**src/rtl/decode_issue_ctrl.sv**
```systemverilog
// Decode/issue control: single-entry pipeline register between fetch and execute,
// with immediate decode at capture, load-use stall detection and flush handling.
module decode_issue_ctrl #(
  parameter int CNT_W = 16
) (
  input  logic             CLK,
  input  logic             RST,
  input  logic             IF_VALID,
  input  logic [31:0]      IF_IR,
  input  logic [31:0]      IF_PC,
  output logic             IF_READY,
  output logic             ID_VALID,
  input  logic             EX_READY,
  output logic [31:0]      ID_IR,
  output logic [31:0]      ID_PC,
  output logic [31:0]      ID_IMM,
  output logic [2:0]       ID_IMM_TYPE,
  output logic             ID_ILLEGAL,
  input  logic             FLUSH,
  input  logic             EX_MEMREAD,
  input  logic [4:0]       EX_RD,
  output logic [CNT_W-1:0] STALL_CNT,
  output logic [CNT_W-1:0] FLUSH_CNT
);

  typedef enum logic [1:0] {EMPTY, FULL, KILL} state_t;

  localparam logic [6:0] OP_REG    = 7'b0110011;
  localparam logic [6:0] OP_IMM    = 7'b0010011;
  localparam logic [6:0] OP_LOAD   = 7'b0000011;
  localparam logic [6:0] OP_JALR   = 7'b1100111;
  localparam logic [6:0] OP_SYSTEM = 7'b1110011;
  localparam logic [6:0] OP_STORE  = 7'b0100011;
  localparam logic [6:0] OP_BRANCH = 7'b1100011;
  localparam logic [6:0] OP_LUI    = 7'b0110111;
  localparam logic [6:0] OP_AUIPC  = 7'b0010111;
  localparam logic [6:0] OP_JAL    = 7'b1101111;

  localparam logic [CNT_W-1:0] CNT_ONE = CNT_W'(1);

  state_t      state;
  logic [6:0]  held_op;
  logic        uses_rs1;
  logic        uses_rs2;
  logic        hazard;
  logic        issue;
  logic        capture;
  logic [31:0] dec_imm;
  logic [2:0]  dec_type;
  logic        dec_illegal;

  assign held_op = ID_IR[6:0];

  always_comb begin
    uses_rs1 = !((held_op == OP_LUI) || (held_op == OP_AUIPC) || (held_op == OP_JAL));
    uses_rs2 = (held_op == OP_REG) || (held_op == OP_STORE) || (held_op == OP_BRANCH);
    hazard   = EX_MEMREAD && (EX_RD != 5'd0) &&
               ((uses_rs1 && (ID_IR[19:15] == EX_RD)) ||
                (uses_rs2 && (ID_IR[24:20] == EX_RD)));
  end

  // A flush or reset in flight suppresses the offer so nothing issues that cycle.
  assign ID_VALID = (state == FULL) && !hazard && !FLUSH && !RST;
  assign issue    = ID_VALID && EX_READY;
  assign IF_READY = (state == FULL) ? issue : 1'b1;
  assign capture  = IF_VALID && IF_READY;

  always_comb begin
    dec_imm     = 32'd0;
    dec_type    = 3'd0;
    dec_illegal = 1'b0;
    case (IF_IR[6:0])
      OP_IMM, OP_LOAD, OP_JALR, OP_SYSTEM: begin
        dec_type = 3'd1;
        dec_imm  = {{20{IF_IR[31]}}, IF_IR[31:20]};
      end
      OP_STORE: begin
        dec_type = 3'd2;
        dec_imm  = {{20{IF_IR[31]}}, IF_IR[31:25], IF_IR[11:7]};
      end
      OP_BRANCH: begin
        dec_type = 3'd3;
        dec_imm  = {{19{IF_IR[31]}}, IF_IR[31], IF_IR[7], IF_IR[30:25], IF_IR[11:8], 1'b0};
      end
      OP_LUI, OP_AUIPC: begin
        dec_type = 3'd4;
        dec_imm  = {IF_IR[31:12], 12'd0};
      end
      OP_JAL: begin
        dec_type = 3'd5;
        dec_imm  = {{11{IF_IR[31]}}, IF_IR[31], IF_IR[19:12], IF_IR[20], IF_IR[30:21], 1'b0};
      end
      OP_REG: dec_type = 3'd0;
      default: dec_illegal = 1'b1;
    endcase
  end

  // KILL swallows whatever fetch delivers in its single cycle.
  always_ff @(posedge CLK) begin
    if (RST) begin
      state       <= EMPTY;
      ID_IR       <= 32'd0;
      ID_PC       <= 32'd0;
      ID_IMM      <= 32'd0;
      ID_IMM_TYPE <= 3'd0;
      ID_ILLEGAL  <= 1'b0;
      STALL_CNT   <= '0;
      FLUSH_CNT   <= '0;
    end else if (FLUSH) begin
      state <= KILL;
      if (FLUSH_CNT != '1) FLUSH_CNT <= FLUSH_CNT + CNT_ONE;
    end else begin
      if ((state == FULL) && hazard && (STALL_CNT != '1)) STALL_CNT <= STALL_CNT + CNT_ONE;
      case (state)
        EMPTY, FULL: begin
          if (capture) begin
            state       <= FULL;
            ID_IR       <= IF_IR;
            ID_PC       <= IF_PC;
            ID_IMM      <= dec_imm;
            ID_IMM_TYPE <= dec_type;
            ID_ILLEGAL  <= dec_illegal;
          end else if (issue) begin
            state <= EMPTY;
          end
        end
        KILL:    state <= EMPTY;
        default: state <= EMPTY;
      endcase
    end
  end

endmodule

```
**config.mk**
```make
export PLATFORM = sky130hd
export DESIGN_NAME = decode_issue_ctrl
export DESIGN_NICKNAME = d
export VERILOG_FILES = /design/src/rtl/decode_issue_ctrl.sv
export SDC_FILE = /design/constraint.sdc
export NUM_CORES = 1
export LEC_CHECK = 0
export CORE_UTILIZATION = 37
export DETAILED_ROUTE_END_ITERATION = 16
export GPL_ROUTABILITY_DRIVEN = 0
export GPL_TIMING_DRIVEN = 1
export HOLD_SLACK_MARGIN = 0.08
export PLACE_DENSITY = 0.72
export SETUP_SLACK_MARGIN = 0.05
export SYNTH_ARGS = -nofsm -noshare
export SYNTH_HDL_FRONTEND = slang
export SYNTH_SLANG_ARGS = --single-unit
```
**constraint.sdc**
```tcl
create_clock -name CLK -period 4.9 [get_ports CLK]
set_input_delay 0.98 -clock CLK [delete_from_list [all_inputs] [get_ports CLK]]
set_output_delay 0.98 -clock CLK [all_outputs]
set_load 0.005 [all_outputs]
```
==> reports/qor.csv <==
metric;value;unit
initial drt markers;487;
Mapped Area;6080;µm²
DR WL/cell;17.1;µm
number of synthesized flops with an enable pin;0;
Overall Global Routing Usage;0.236;
Worst setup SP type;primary input;
sequential share of the synthesized area;0.441;
Power Density;313;nW/µm²
num rows;46;
layout cell share with drive strength beyond 1;0.0600;
clock slew seen by the registers of the worst setup and hold paths;0.06;ns
post-synthesis async set-or-reset flop share;0;
Worst Max-Slew Pin Slew;0.977;ns
Worst Path Required;3.92;ns
CTS buffer count;17;
residual DRC count;0;
VDD IR max;0.000224;V
Routed WL;19400;µm
final core utilization;0.554;
first-pass GRT wire length;30900;µm
largest fanout on the critical path;4;
Vias/cell;5.49;
Fillers;1491;
Mapped Cells;736;
max-slew violation count;0;
ANT nets after route;0;
Max Used Layer;met4;
setup bufs post-CTS;0;
Max-Cap Viols;0;
Initial Util;0.381;
Pre-antenna DRT Iters;5;
met2 routed wirelength;9460;µm
CP delay by family, top;simple AND/OR/NAND/NOR gates;
core box area;15900;µm²
area occupied by multi-input gates;3070;µm²
syn_nets;813;
via count;6222;
Die ar.;17000;µm²
Synth cell types;57;
Chip Height;130;µm
setup TNS;0;ns
PortBufs;208;
Max-slew headroom;0.347;
Root Driver;clkbuf_16;
largest net degree at the start of global routing;99;
I/O Pins;209;
fin nets;982;
Hold Fails Final Rpt;0;
status;finished, final reports clean;
crit-path max cell delay;0.58;ns
Met1 Wirelength;8360;µm
FF/Latch Area;2680;µm²
CP cell instances;clkdlybuf4s50_1 > or4_1 > o21ai_1 > nand4b_1 > and2_4 > nand2_1 > o311ai_0 > clkdlybuf4s50_1;
most frequent CP cell;clkdlybuf4s50_1;
worst hold slack;0.459;ns
clk buf depth;2;
CTS Sinks;134;
Tightest Hold Check Type;reg -> reg;
FMAX;0.215;GHz
clk_lat worst skew;0.42;ns
initial antenna violation count;0;
post-layout min period;4.65;ns
met3 routed WL;1300;µm
Antenna diodes;0;
Post-DP HPWL;12900;µm
CTS Hold Bufs;0;
Setup Skew;0.0125;ns
Die Wd;130;µm
Primary FF master, synth;dfxtp_1;
CTS resizes;0;
Critical Path AT;3.67;ns
area delta synth->final;45.1;%
Lkg Pwr;0.00296;µW
Setup crit end kind;output port;
Congestion Overflow GR;0;
CTS tree;yes;
Avg Cell Area, Syn;8.26;µm²
critical path class;in -> out;
CP max stage cell;clkdlybuf4s50_1;
RSZ-0062 raised after global routing;false;
H-Tree Depth;4;
Seq cells post-synth;134;
synth warn;0;
Finish-stage setup viols;0;
Bufs and invs on worst path;2;
fin crit share;0.949;
vias in the first global route;5762;
[cells by family (layout without fill, tap and decap cells)]
logic type | after synthesis | count (layout) | synth area share
AND/OR/NAND/NOR | 259 | 259 | 0.225
AO/OA/AOI/OAI | 238 | 238 | 0.231
flip-flops | 134 | 134 | 0.441
buffers and inverters | 76 | 257 | 0.0570
XOR/XNOR | 19 | 19 | 0.0274
multiplexers | 8 | 8 | 0.0142
adder cells (fa/ha/maj) | 2 | 2 | 0.00411
[synth_stat cells, drive strengths merged, types with 4 or more instances]
| cell | n | area share |
|---|---|---|
| a21oi | 97 | 0.080 |
| o31ai | 6 | 0.0074 |
| buf | 23 | 0.024 |
| nor2b | 5 | 0.0051 |
| clkbuf | 46 | 0.028 |
| a211oi | 13 | 0.016 |
| a311oi | 14 | 0.020 |
| nand3 | 88 | 0.072 |
| nor2 | 30 | 0.019 |
| nand4 | 13 | 0.013 |
| nand2 | 34 | 0.021 |
| inv | 7 | 0.0043 |
| o21ai | 74 | 0.061 |
| xor2 | 9 | 0.013 |
| xnor2 | 10 | 0.014 |
| dfxtp | 134 | 0.44 |
| and4 | 9 | 0.013 |
| and3 | 7 | 0.0072 |
| mux2 | 5 | 0.0093 |
| a32oi | 4 | 0.0058 |
| o211ai | 7 | 0.0086 |
| or4 | 8 | 0.010 |
| and2 | 5 | 0.0056 |
| nor3 | 37 | 0.030 |
[worst min-delay path, delay by kind of cell, from the launching register on]
kind	cells	cell delay [ns]
AOI/OAI and AO/OA	1	0.05
DFF	1	0.31
and+or+nand+nor	1	0.06
[final cells by class]
cell class / instances / share of cell area
clock buffer: 23 / 0.0530
clock inverter: 8 / 0.0140
timing repair buffer: 219 / 0.248
sequential: 134 / 0.304
multi-input combinational: 526 / 0.348
tap: 216 / 0.0306
inverter: 7 / 0.00298
[routing by layer]
metal | GRT usage | vias to the layer above
li1 | - | 3063
met1 | 0.292 | 2965
met2 | 0.388 | 176
met3 | 0.0763 | 18
met4 | 0.0698 | 0
met5 | 0 | -
[report_power, final]
part / internal, µW / switching, µW / total [µW]
Combinational: 167 / 140 / 307
Sequential: 1130 / 26.4 / 1160
Clock: 824 / 477 / 1300
Total: 2120 / 644 / 2760
[cell usage in the layout (no fill, tap or decap), drive strengths merged, types with 4 or more instances in the layout]
cell,n
clkdlybuf4s50,207
and4,9
inv,7
mux2,5
and3,7
clkbuf,23
dfxtp,134
o21ai,74
a32oi,4
a21oi,97
a311oi,14
o211ai,7
a211oi,13
nand4,13
o31ai,6
buf,12
nor2,30
and2,5
xnor2,10
nor3,37
nand2,34
nor2b,5
xor2,9
or4,8
nand3,88
[final timing paths]
path / from / end / slack, ns / depth (start not counted)
hold / removal: ID_PC[28]$_SDFFE_PP0P_ / ID_PC[28]$_SDFFE_PP0P_ / 0.46 / 2
setup reg to reg: state[0]$_SDFFE_PP0P_ / ID_IMM[27]$_SDFFE_PP0P_ / 2.39 / 7
setup / recovery: EX_RD[1] / IF_READY / 0.25 / 8
hold reg to reg: ID_PC[28]$_SDFFE_PP0P_ / ID_PC[28]$_SDFFE_PP0P_ / 0.46 / 2
[flip-flops by register name, summed over array words and instances (netlist names)]
name	cells
ID_IMM	32
ID_IR	32
ID_PC	32
FLUSH_CNT	16
STALL_CNT	16
ID_IMM_TYPE	3
state	2
ID_ILLEGAL	1
[metrics by stage]
stage	area [µm²]	setup slack, ns	total power [µW]	cells
floorplan	6080	1.38	1300	736
global placement	8230	0.269	1480	1102
detailed placement	8230	0.269	1490	1102
CTS	8830	0.243	2790	1133
finish	8830	0.249	2760	1133
global route	8830	0.127	2870	1133
(Power assumes the default switching activity.)
